==> config.mk <==
export PLATFORM = sky130hd
export DESIGN_NAME = audio_sample_feeder_flat
export DESIGN_NICKNAME = d
export VERILOG_FILES = /design/src/rtl/audio_sample_feeder_if.sv /design/src/rtl/audio_sample_feeder.sv /design/src/flat_wrapper.sv
export SDC_FILE = /design/constraint.sdc
export NUM_CORES = 1
export LEC_CHECK = 0
export CAP_MARGIN = 0
export CORE_AREA = 4 4 104 106
export CTS_CLUSTER_DIAMETER = 60
export DETAILED_ROUTE_END_ITERATION = 12
export DIE_AREA = 0 0 108 110
export PLACE_DENSITY = 0.77
export RECOVER_POWER = 50
export SLEW_MARGIN = 40
export SYNTH_ARGS = -nofsm -noshare
export SYNTH_HDL_FRONTEND = slang
export SYNTH_SLANG_ARGS = --single-unit
==> constraint.sdc <==
create_clock -name CLOCK_50 -period 3.4 [get_ports CLOCK_50]
set_clock_uncertainty 0.15 [all_clocks]
set_input_delay 1.02 -clock CLOCK_50 [delete_from_list [all_inputs] [get_ports CLOCK_50]]
set_output_delay 1.02 -clock CLOCK_50 [all_outputs]
set_load 0.05 [all_outputs]
==> src/rtl/audio_sample_feeder_if.sv <==
// ---------------------------------------------------------------------------
// audio_sample_feeder_if
//   Write-side handshake between the sample feeder and Audio_Controller.
//   The feeder presents one sample on both channels together with a
//   single-cycle write strobe; the controller tells the feeder when it can
//   accept a write.
//
//   Signals
//     audio_out_allowed        controller -> feeder   1 = a write may be issued
//     left_channel_audio_out   feeder -> controller   signed left-justified sample
//     right_channel_audio_out  feeder -> controller   same value as left
//     write_audio_out          feeder -> controller   one-cycle write strobe
//
//   Modports
//     master  the feeder (drives samples and strobe)
//     slave   the audio controller (drives audio_out_allowed)
// ---------------------------------------------------------------------------
interface audio_sample_feeder_if #(
   parameter int OUT_W = 32
);

   logic             audio_out_allowed;
   logic [OUT_W-1:0] left_channel_audio_out;
   logic [OUT_W-1:0] right_channel_audio_out;
   logic             write_audio_out;

   modport master (
      input  audio_out_allowed,
      output left_channel_audio_out,
      output right_channel_audio_out,
      output write_audio_out
   );

   modport slave (
      output audio_out_allowed,
      input  left_channel_audio_out,
      input  right_channel_audio_out,
      input  write_audio_out
   );

endinterface

==> src/rtl/audio_sample_feeder.sv <==
// ---------------------------------------------------------------------------
// audio_sample_feeder
//   Bridges the free-running synth wave output to Audio_Controller.
//   A divider produces one capture strobe every SAMPLE_DIV clocks; on that
//   strobe the unsigned offset-binary wave is converted to a signed,
//   left-justified OUT_W-bit sample (or zero when muted) and pushed into a
//   small FIFO. A two-state drain FSM pops the FIFO whenever the controller
//   allows it and issues a one-cycle write strobe, so writes are paced at
//   most one every two clocks instead of one every clock.
//
//   Ports
//     CLOCK_50       in   system clock
//     reset          in   synchronous, active-high
//     enable         in   1 = capture samples (draining continues regardless)
//     mute           in   1 = capture zero samples instead of wave_in
//     wave_in        in   unsigned wave, 2^(IN_W-1) is silence
//     aud            if   write handshake to Audio_Controller (master side)
//     fifo_level     out  current FIFO occupancy, 0..DEPTH
//     overrun        out  sticky flag, set when a captured sample is dropped
//     dropped_count  out  saturating count of dropped samples
// ---------------------------------------------------------------------------
module audio_sample_feeder #(
   parameter int IN_W       = 7,
   parameter int OUT_W      = 32,
   parameter int DEPTH      = 8,
   parameter int SAMPLE_DIV = 1042
) (
   input  logic                       CLOCK_50,
   input  logic                       reset,
   input  logic                       enable,
   input  logic                       mute,
   input  logic [IN_W-1:0]            wave_in,
   audio_sample_feeder_if.master      aud,
   output logic [$clog2(DEPTH):0]     fifo_level,
   output logic                       overrun,
   output logic [7:0]                 dropped_count
);

   localparam int PTR_W = $clog2(DEPTH);
   localparam int LVL_W = PTR_W + 1;
   localparam int DIV_W = (SAMPLE_DIV > 1) ? $clog2(SAMPLE_DIV) : 1;

   localparam logic [DIV_W-1:0] DIV_LAST  = DIV_W'(SAMPLE_DIV - 1);
   localparam logic [LVL_W-1:0] LVL_FULL  = LVL_W'(DEPTH);

   typedef enum logic {
      IDLE  = 1'b0,
      WRITE = 1'b1
   } drain_state_t;

   drain_state_t     state_q;
   drain_state_t     state_d;

   logic [DIV_W-1:0] div_q;
   logic             capture;

   logic [OUT_W-1:0] sample_s;

   logic [OUT_W-1:0] mem [DEPTH];
   logic [PTR_W-1:0] wr_ptr_q;
   logic [PTR_W-1:0] rd_ptr_q;
   logic [LVL_W-1:0] level_q;
   logic             fifo_full;
   logic             fifo_empty;

   logic             pop;
   logic             push;
   logic             drop;

   logic [OUT_W-1:0] out_q;
   logic             overrun_q;
   logic [7:0]       dropped_q;

   // Sample-rate divider. It only runs while capture is enabled and sits at
   // zero otherwise, so re-enabling always gives a full SAMPLE_DIV period
   // before the first capture.
   always_ff @(posedge CLOCK_50) begin
      if (reset) begin
         div_q <= '0;
      end else if (!enable) begin
         div_q <= '0;
      end else if (div_q == DIV_LAST) begin
         div_q <= '0;
      end else begin
         div_q <= div_q + DIV_W'(1);
      end
   end

   assign capture = enable && (div_q == DIV_LAST);

   // Offset-binary to two's complement is just an MSB flip; the IN_W bits
   // are then placed at the top of the output word so full-scale input maps
   // to near full-scale output.
   always_comb begin
      sample_s = {~wave_in[IN_W-1], wave_in[IN_W-2:0], {(OUT_W-IN_W){1'b0}}};
      if (mute) begin
         sample_s = '0;
      end
   end

   assign fifo_full  = (level_q == LVL_FULL);
   assign fifo_empty = (level_q == '0);

   // A pop in the same cycle frees the slot, so a capture into a full FIFO
   // is only lost when nothing is leaving. When full, tail and head point at
   // the same entry; the pop reads the old value before the push overwrites it.
   assign push = capture && (!fifo_full || pop);
   assign drop = capture && fifo_full && !pop;

   // Storage array carries no reset: the pointers and level define what is
   // valid, so stale contents after reset are never read.
   always_ff @(posedge CLOCK_50) begin
      if (!reset && push) begin
         mem[wr_ptr_q] <= sample_s;
      end
   end

   // Pointers wrap naturally because DEPTH is a power of two. The level
   // counter is kept separately so full and empty are unambiguous.
   always_ff @(posedge CLOCK_50) begin
      if (reset) begin
         wr_ptr_q <= '0;
         rd_ptr_q <= '0;
         level_q  <= '0;
      end else begin
         if (push) begin
            wr_ptr_q <= wr_ptr_q + PTR_W'(1);
         end
         if (pop) begin
            rd_ptr_q <= rd_ptr_q + PTR_W'(1);
         end
         case ({push, pop})
            2'b10:   level_q <= level_q + LVL_W'(1);
            2'b01:   level_q <= level_q - LVL_W'(1);
            default: level_q <= level_q;
         endcase
      end
   end

   // Drop bookkeeping: overrun stays set until reset, the counter stops at
   // its maximum rather than wrapping so a large count is never misread as
   // a small one.
   always_ff @(posedge CLOCK_50) begin
      if (reset) begin
         overrun_q <= 1'b0;
         dropped_q <= '0;
      end else if (drop) begin
         overrun_q <= 1'b1;
         if (dropped_q != 8'hFF) begin
            dropped_q <= dropped_q + 8'd1;
         end
      end
   end

   // Drain FSM state register.
   always_ff @(posedge CLOCK_50) begin
      if (reset) begin
         state_q <= IDLE;
      end else begin
         state_q <= state_d;
      end
   end

   // Drain FSM next state. The controller's permission is only looked at in
   // IDLE; once a sample has been popped the write is committed, and the
   // mandatory return to IDLE limits the rate to one write per two clocks.
   always_comb begin
      state_d = state_q;
      pop     = 1'b0;
      case (state_q)
         IDLE: begin
            if (aud.audio_out_allowed && !fifo_empty) begin
               pop     = 1'b1;
               state_d = WRITE;
            end
         end
         WRITE: begin
            state_d = IDLE;
         end
         default: begin
            state_d = IDLE;
         end
      endcase
   end

   // Output sample register, loaded on the pop edge so the data is already
   // stable during the WRITE cycle and held between writes.
   always_ff @(posedge CLOCK_50) begin
      if (reset) begin
         out_q <= '0;
      end else if (pop) begin
         out_q <= mem[rd_ptr_q];
      end
   end

   assign aud.left_channel_audio_out  = out_q;
   assign aud.right_channel_audio_out = out_q;
   assign aud.write_audio_out         = (state_q == WRITE);

   assign fifo_level    = level_q;
   assign overrun       = overrun_q;
   assign dropped_count = dropped_q;

endmodule

==> src/flat_wrapper.sv <==
// flat-port wrapper written by rule: the top's interface ports become plain ports
module audio_sample_feeder_flat 
#(
   parameter int IN_W       = 7,
   parameter int OUT_W      = 32,
   parameter int DEPTH      = 8,
   parameter int SAMPLE_DIV = 1042
)
  (CLOCK_50, reset, enable, mute, wave_in, fifo_level, overrun, dropped_count, aud_audio_out_allowed, aud_left_channel_audio_out, aud_right_channel_audio_out, aud_write_audio_out);
  audio_sample_feeder_if #(.OUT_W(OUT_W)) aud_i ();
  input  logic CLOCK_50;
  input  logic reset;
  input  logic enable;
  input  logic mute;
  input  logic [IN_W-1:0] wave_in;
  output logic [$clog2(DEPTH):0] fifo_level;
  output logic overrun;
  output logic [7:0] dropped_count;
  input wire logic [$bits(aud_i.audio_out_allowed)-1:0] aud_audio_out_allowed;
  output wire logic [$bits(aud_i.left_channel_audio_out)-1:0] aud_left_channel_audio_out;
  output wire logic [$bits(aud_i.right_channel_audio_out)-1:0] aud_right_channel_audio_out;
  output wire logic [$bits(aud_i.write_audio_out)-1:0] aud_write_audio_out;
  assign aud_i.audio_out_allowed = aud_audio_out_allowed;
  assign aud_left_channel_audio_out = aud_i.left_channel_audio_out;
  assign aud_right_channel_audio_out = aud_i.right_channel_audio_out;
  assign aud_write_audio_out = aud_i.write_audio_out;
  audio_sample_feeder #(.IN_W(IN_W), .OUT_W(OUT_W), .DEPTH(DEPTH), .SAMPLE_DIV(SAMPLE_DIV)) u_core (.CLOCK_50(CLOCK_50), .reset(reset), .enable(enable), .mute(mute), .wave_in(wave_in), .aud(aud_i), .fifo_level(fifo_level), .overrun(overrun), .dropped_count(dropped_count));
endmodule
# == Word level (Yosys, flattened, before mapping) ==
# Memory sizes are Yosys's and may differ from the RTL's. A register that Yosys moved wholly into a read port is not among the register bits.
# Cells that the tools add are included.
# word_totals
out_inout_bits,78
ff_bits,31
wordCells,44
mem_bits_rw,256
mem_count,1
# classes
reduce_logical,15
n_eq_ne,5
n_bitwise,3
add_sub_neg,6
mux,7
# mem_list
memory,words,width,rd,rd_clocked_by_memory_dff,write_ports,line_no,rtl
u_core.mem,8,32,1,1,1,audio_sample_feeder.sv:59,logic [OUT_W-1:0] mem [DEPTH];
# ops
op,count
two-way mux 32 bit,1
"adder 11 x 1 -> 11 bit, second input constant",1
"== test 11 bit, second input constant",1
"adder 8 x 1 -> 8 bit, second input constant",1
"!= test 8 bit, second input constant",1
one-hot mux 4 bit (2 select lines),1
"adder 3 x 1 -> 3 bit, second input constant",2
logical AND 1 bit,6
"adder 4 x 1 -> 4 bit, second input constant",1
"== test 4 bit, second input constant",1
zero test 1 bit,4
zero test 4 bit,1
two-way mux 1 bit,4
"subtractor 4 x 1 -> 4 bit, second input constant",1
inverter 1 bit,3
OR reduction 3 bit,1
"== test 2 x 1 -> 1 bit, second input constant",1
"== test 2 bit, second input constant",1
one-hot mux 1 bit (2 select lines),1
AND reduction 2 bit,1
nonzero test 2 bit,1
logical OR 1 bit,1

# == Longest topological paths before layout ==
# logic_depth
ltp_word,10
ltp_mapped,10
ltp_nobuf,10

# == Worst setup path before layout ==
# No wires, ideal clock.
# synth_timing
kind,input port to flip-flop
start,input aud_audio_out_allowed
end,"register u_core.level_q[2], in the netlist u_core.fifo_level[2]"
arrival_ns,2.834
slack_ns,0.295
path_stages,10
path_cell_list,nor2b_1 > o21a_1 > clkbuf_1 > buf_2 > nand2_1 > xnor2_1 > ha_1 > nor4_1 > a31oi_1 > mux2_2
# synth_via
elab_chain_len,7
word_cells_on_any_way,9
cone_classes,eq/ne (2); mux (3); reduce/logical (4)
# synth_rtl
item,line_no,rtl
from (decl),flat_wrapper.sv:19,input wire logic [$bits(aud_i.audio_out_allowed)-1:0] aud_audio_out_allowed;
logical AND 1 bit *,audio_sample_feeder.sv:172,if (aud.audio_out_allowed && !fifo_empty) begin
two-way mux 1 bit *,audio_sample_feeder.sv:172,
two-way mux 1 bit *,audio_sample_feeder.sv:170,case (state_q)
logical OR 1 bit,audio_sample_feeder.sv:107,assign push = capture && (!fifo_full || pop);
logical AND 1 bit,audio_sample_feeder.sv:107,
== test 2 x 1 -> 1 bit or == test 2 bit (tied branches),audio_sample_feeder.sv:132,"case ({push, pop})"
one-hot mux 4 bit (2 select lines) or nonzero test 2 bit (tied branches),-,
to (signal assigned),audio_sample_feeder.sv:133,2'b10: level_q <= level_q + LVL_W'(1);
to (signal assigned),audio_sample_feeder.sv:134,2'b01: level_q <= level_q - LVL_W'(1);
to (signal assigned),audio_sample_feeder.sv:135,default: level_q <= level_q;
to (decl),audio_sample_feeder.sv:62,logic [LVL_W-1:0] level_q;
# Every way passes the cells marked *; elsewhere a longest branch is shown, timed or not.
# A chain may end at the register's enable or synchronous reset.

# == Worst setup path in the final report ==
# Ends and elaborated chain as after synthesis.

==> out/qor.txt <==
fraction of the mapped netlist area in adder cells -> 0.0173
Syn-to-layout area delta -> 11.8%
first-pass GRT wire length -> 11.9 mm
GRT Util Overall -> 0.131
via count -> 2556
Layout Nets -> 408
Synth top area share -> 0.388
WHS Endpoint -> u_core.overrun
FF-to-FF End -> u_core.dropped_count[5]
CP Max Fanout -> 4
Num CTS Buffers -> 9
Pins Over Slew Limit -> 0
most frequent cell after synthesis -> buf_4
Synth Area in XOR/XNOR -> 0.0384
ys flop type -> edfxtp_1
period utilisation layout -> 0.873
Initial Util -> 0.443
WL final -> 7.41 mm
Leak Pwr -> 1.58 nW
DPL Wire Length -> 5.40 mm
Synth area leader -> edfxtp_1
Critical Path RT -> 3500 ps
WHS Path Cells -> 2
worst hold start -> u_core.overrun
Site Rows -> 36
Slowest cell on crit path -> dlygate4sd3_1
family with the most delay on the worst path -> simple AND/OR/NAND/NOR gates
critical path's largest stage delay -> 540 ps
Cells after Synth -> 348
status -> finished, final reports clean
Sink Count -> 94
syn avg cell area -> 12.4 um^2
synth warn -> 0
clk slew on worst S/H paths -> 90 ps
I/O Buffers -> 39
vias in the first global route -> 2402
Worst Setup End Kind -> register
Post-synth top cells -> 57 x buf_4, 56 x edfxtp_1, 42 x nor2_1
Post-Syn Area -> 0.00433 mm^2
DRC viols -> 0
mux cell area share after synthesis -> 0.106
Yosys reg bits -> 94
actual slew at the worst max-slew pin -> 757 ps
largest family of logic cells by synthesized area -> simple AND/OR/NAND/NOR gates
Skew-Pair Late Insertion Delay -> 350 ps
final hold violations -> 0
largest net degree at the start of global routing -> 32
EDFF count, synth -> 56
overall power -> 2.04 mW
Hold Buf Count CTS -> 0
Via-to-Cell Ratio -> 4.84
FILL cells -> 830
Hold Worst Slack -> 345 ps
drt first pass iters -> 5
WP data arrival -> 3060 ps
Die W -> 108 um
total grt overflow -> 0
Compound-Gate Fraction of Synth Area -> 0.0263
setup violators final -> 0
I/O pins -> 90
share of post-route cells with drive strength above 1 -> 0.111
Setup CP Type -> input pin to register
post-CTS sizing -> 0
CTS tree -> yes
total core area -> 0.00977 mm^2
Worst Hold Class -> register to register
min Tclk post-route -> 2970 ps
CTS root buffer -> clkbuf_8
CTS Buffer Depth -> 2
ant diodes -> 0
Final Util -> 0.495
PwrDens -> 421 mW/mm^2
die height -> 110 um
Slew headroom -> 0.495
post-CTS setup buffer count -> 0
post-synthesis simple-gate area fraction -> 0.133
WP buf/inv -> 1
DRT iter0 DRCs -> 121
Final TNS setup -> 0 ps
Distinct cells, synth -> 40
die footprint -> 0.0119 mm^2
Max Cap Viol -> 0
routed len/inst -> 14.0 um
gp weighted congestion -> 0.735
Post-DRT Antenna Nets -> 0
sequential fraction of the synthesis area -> 0.564
CTS H-tree depth -> 3
depth of the worst register-to-register path -> 6
Worst R2R Start -> u_core.div_q[7]
initial antenna violation count -> 0
reg2reg setup slack -> 1030 ps
Peak supply drop -> 0.173 mV
Fmax -> 337 MHz
largest cells by area after synthesis -> edfxtp_1 39%, dfxtp_1 18%, buf_4 9.9%, mux4_2 7.3%, nor2_1 3.6%
Async S/R FF share, synth -> 0
critical path cell sequence -> dlygate4sd3_1 -> nor2b_1 -> o21a_1 -> nand2_1 -> xnor2_1 -> ha_1 -> nor4_1 -> a31oi_1 -> mux2_2
type of origin of the critical path -> input pin
RSZ-0062 raised after global routing -> no
==> sequential cells by signal, indices dropped and copies added (netlist names), 3 cells and up <==
name / count
u_core.dropped_count: 8
u_core.div_q: 11
u_core.fifo_level: 4
u_core.wr_ptr_q: 3
u_core.mem: 56
u_core.rd_ptr_q: 3
u_core.aud.left_channel_audio_out: 7
==> how the worst max path moves through the flow <==
stage	startpoint	to	slack, ps	cells after the start
after global placement	aud_audio_out_allowed	u_core.fifo_level[2]	240	9
after detailed placement	aud_audio_out_allowed	u_core.fifo_level[2]	120	9
after global routing	aud_audio_out_allowed	u_core.fifo_level[2]	220	9
final	aud_audio_out_allowed	u_core.fifo_level[2]	430	9
after CTS	aud_audio_out_allowed	u_core.fifo_level[2]	500	9
after floorplan	aud_audio_out_allowed	u_core.fifo_level[2]	300	10
==> through the flow <==
stage | std cells | area [um^2] | setup WS [ps]
floorplan | 397 | 4510 | 295
global placement | 512 | 4680 | 239
detailed placement | 512 | 4680 | 122
CTS | 528 | 4860 | 497
global route | 528 | 4840 | 221
finish | 528 | 4840 | 431
==> tightest hold or removal path: stages (launching register included) <==
cell,delay [ps]
dfxtp_1,350
a21oi_1,40
nor2_1,70
==> placed cells by master (no fill, tap or decap), drive strengths merged <==
| cell | netlist | routed |
|---|---|---|
| nor2b | 10 | 10 |
| nor2 | 42 | 42 |
| o31ai | 1 | 1 |
| nand2 | 14 | 14 |
| xnor2 | 10 | 10 |
| nand2b | 1 | 1 |
| a31oi | 1 | 1 |
| mux2i | 12 | 12 |
| dfxtp | 38 | 38 |
| xor2 | 9 | 9 |
| nor4 | 3 | 3 |
| or4 | 2 | 2 |
| mux4 | 14 | 14 |
| mux2 | 2 | 2 |
| conb | 1 | 50 |
| ha | 6 | 6 |
| edfxtp | 56 | 56 |
| nor4b | 2 | 2 |
| clkbuf | 7 | 17 |
| nand3 | 13 | 13 |
| a21oi | 5 | 5 |
| and4 | 3 | 3 |
| nor3 | 4 | 4 |
| o21a | 1 | 1 |
| dlygate4sd3 | 0 | 4 |
| and3 | 6 | 6 |
| or3 | 2 | 2 |
| clkdlybuf4s50 | 0 | 35 |
| o21ai | 3 | 3 |
| and2 | 1 | 1 |
| inv | 1 | 2 |
| nand3b | 2 | 2 |
| clkinv | 0 | 2 |
| a211oi | 7 | 7 |
| nand4 | 6 | 6 |
| buf | 63 | 9 |
==> layout make-up <==
type | count | area, um^2 | share of cell area
sequential | 94 | 2440 | 0.505
tap | 133 | 166 | 0.0344
clock buffer | 13 | 161 | 0.0333
multi-input combinational | 232 | 1580 | 0.326
inverter | 1 | 3.75 | 0.000775
clock inverter | 3 | 16.3 | 0.00336
timing repair buffer | 52 | 474 | 0.0979
==> power breakdown <==
part,total [mW],switching [mW],leakage (nW),internal (mW)
Sequential,1.21,0.00135,0.746,1.20
Clock,0.675,0.362,0.0958,0.313
Combinational,0.159,0.144,0.743,0.0151
==> metal layers <==
layer	up-vias	global-route usage	wire length (um)
met1	1223	0.177	3360
li1	1227	-	-
met2	96	0.205	3410
met4	0	0.0631	133
met3	10	0.0239	497
met5	-	0	0
==> cell families (layout without fill, tap and decap cells) <==
group,count (synthesis),after routing
xor+xnor,19,19
fa+ha+maj,6,6
mux,28,28
compound gates,18,18
other cells,1,50
buf+inv,71,69
simple gates,111,111
flops,94,94
(Power assumes the default switching activity.)
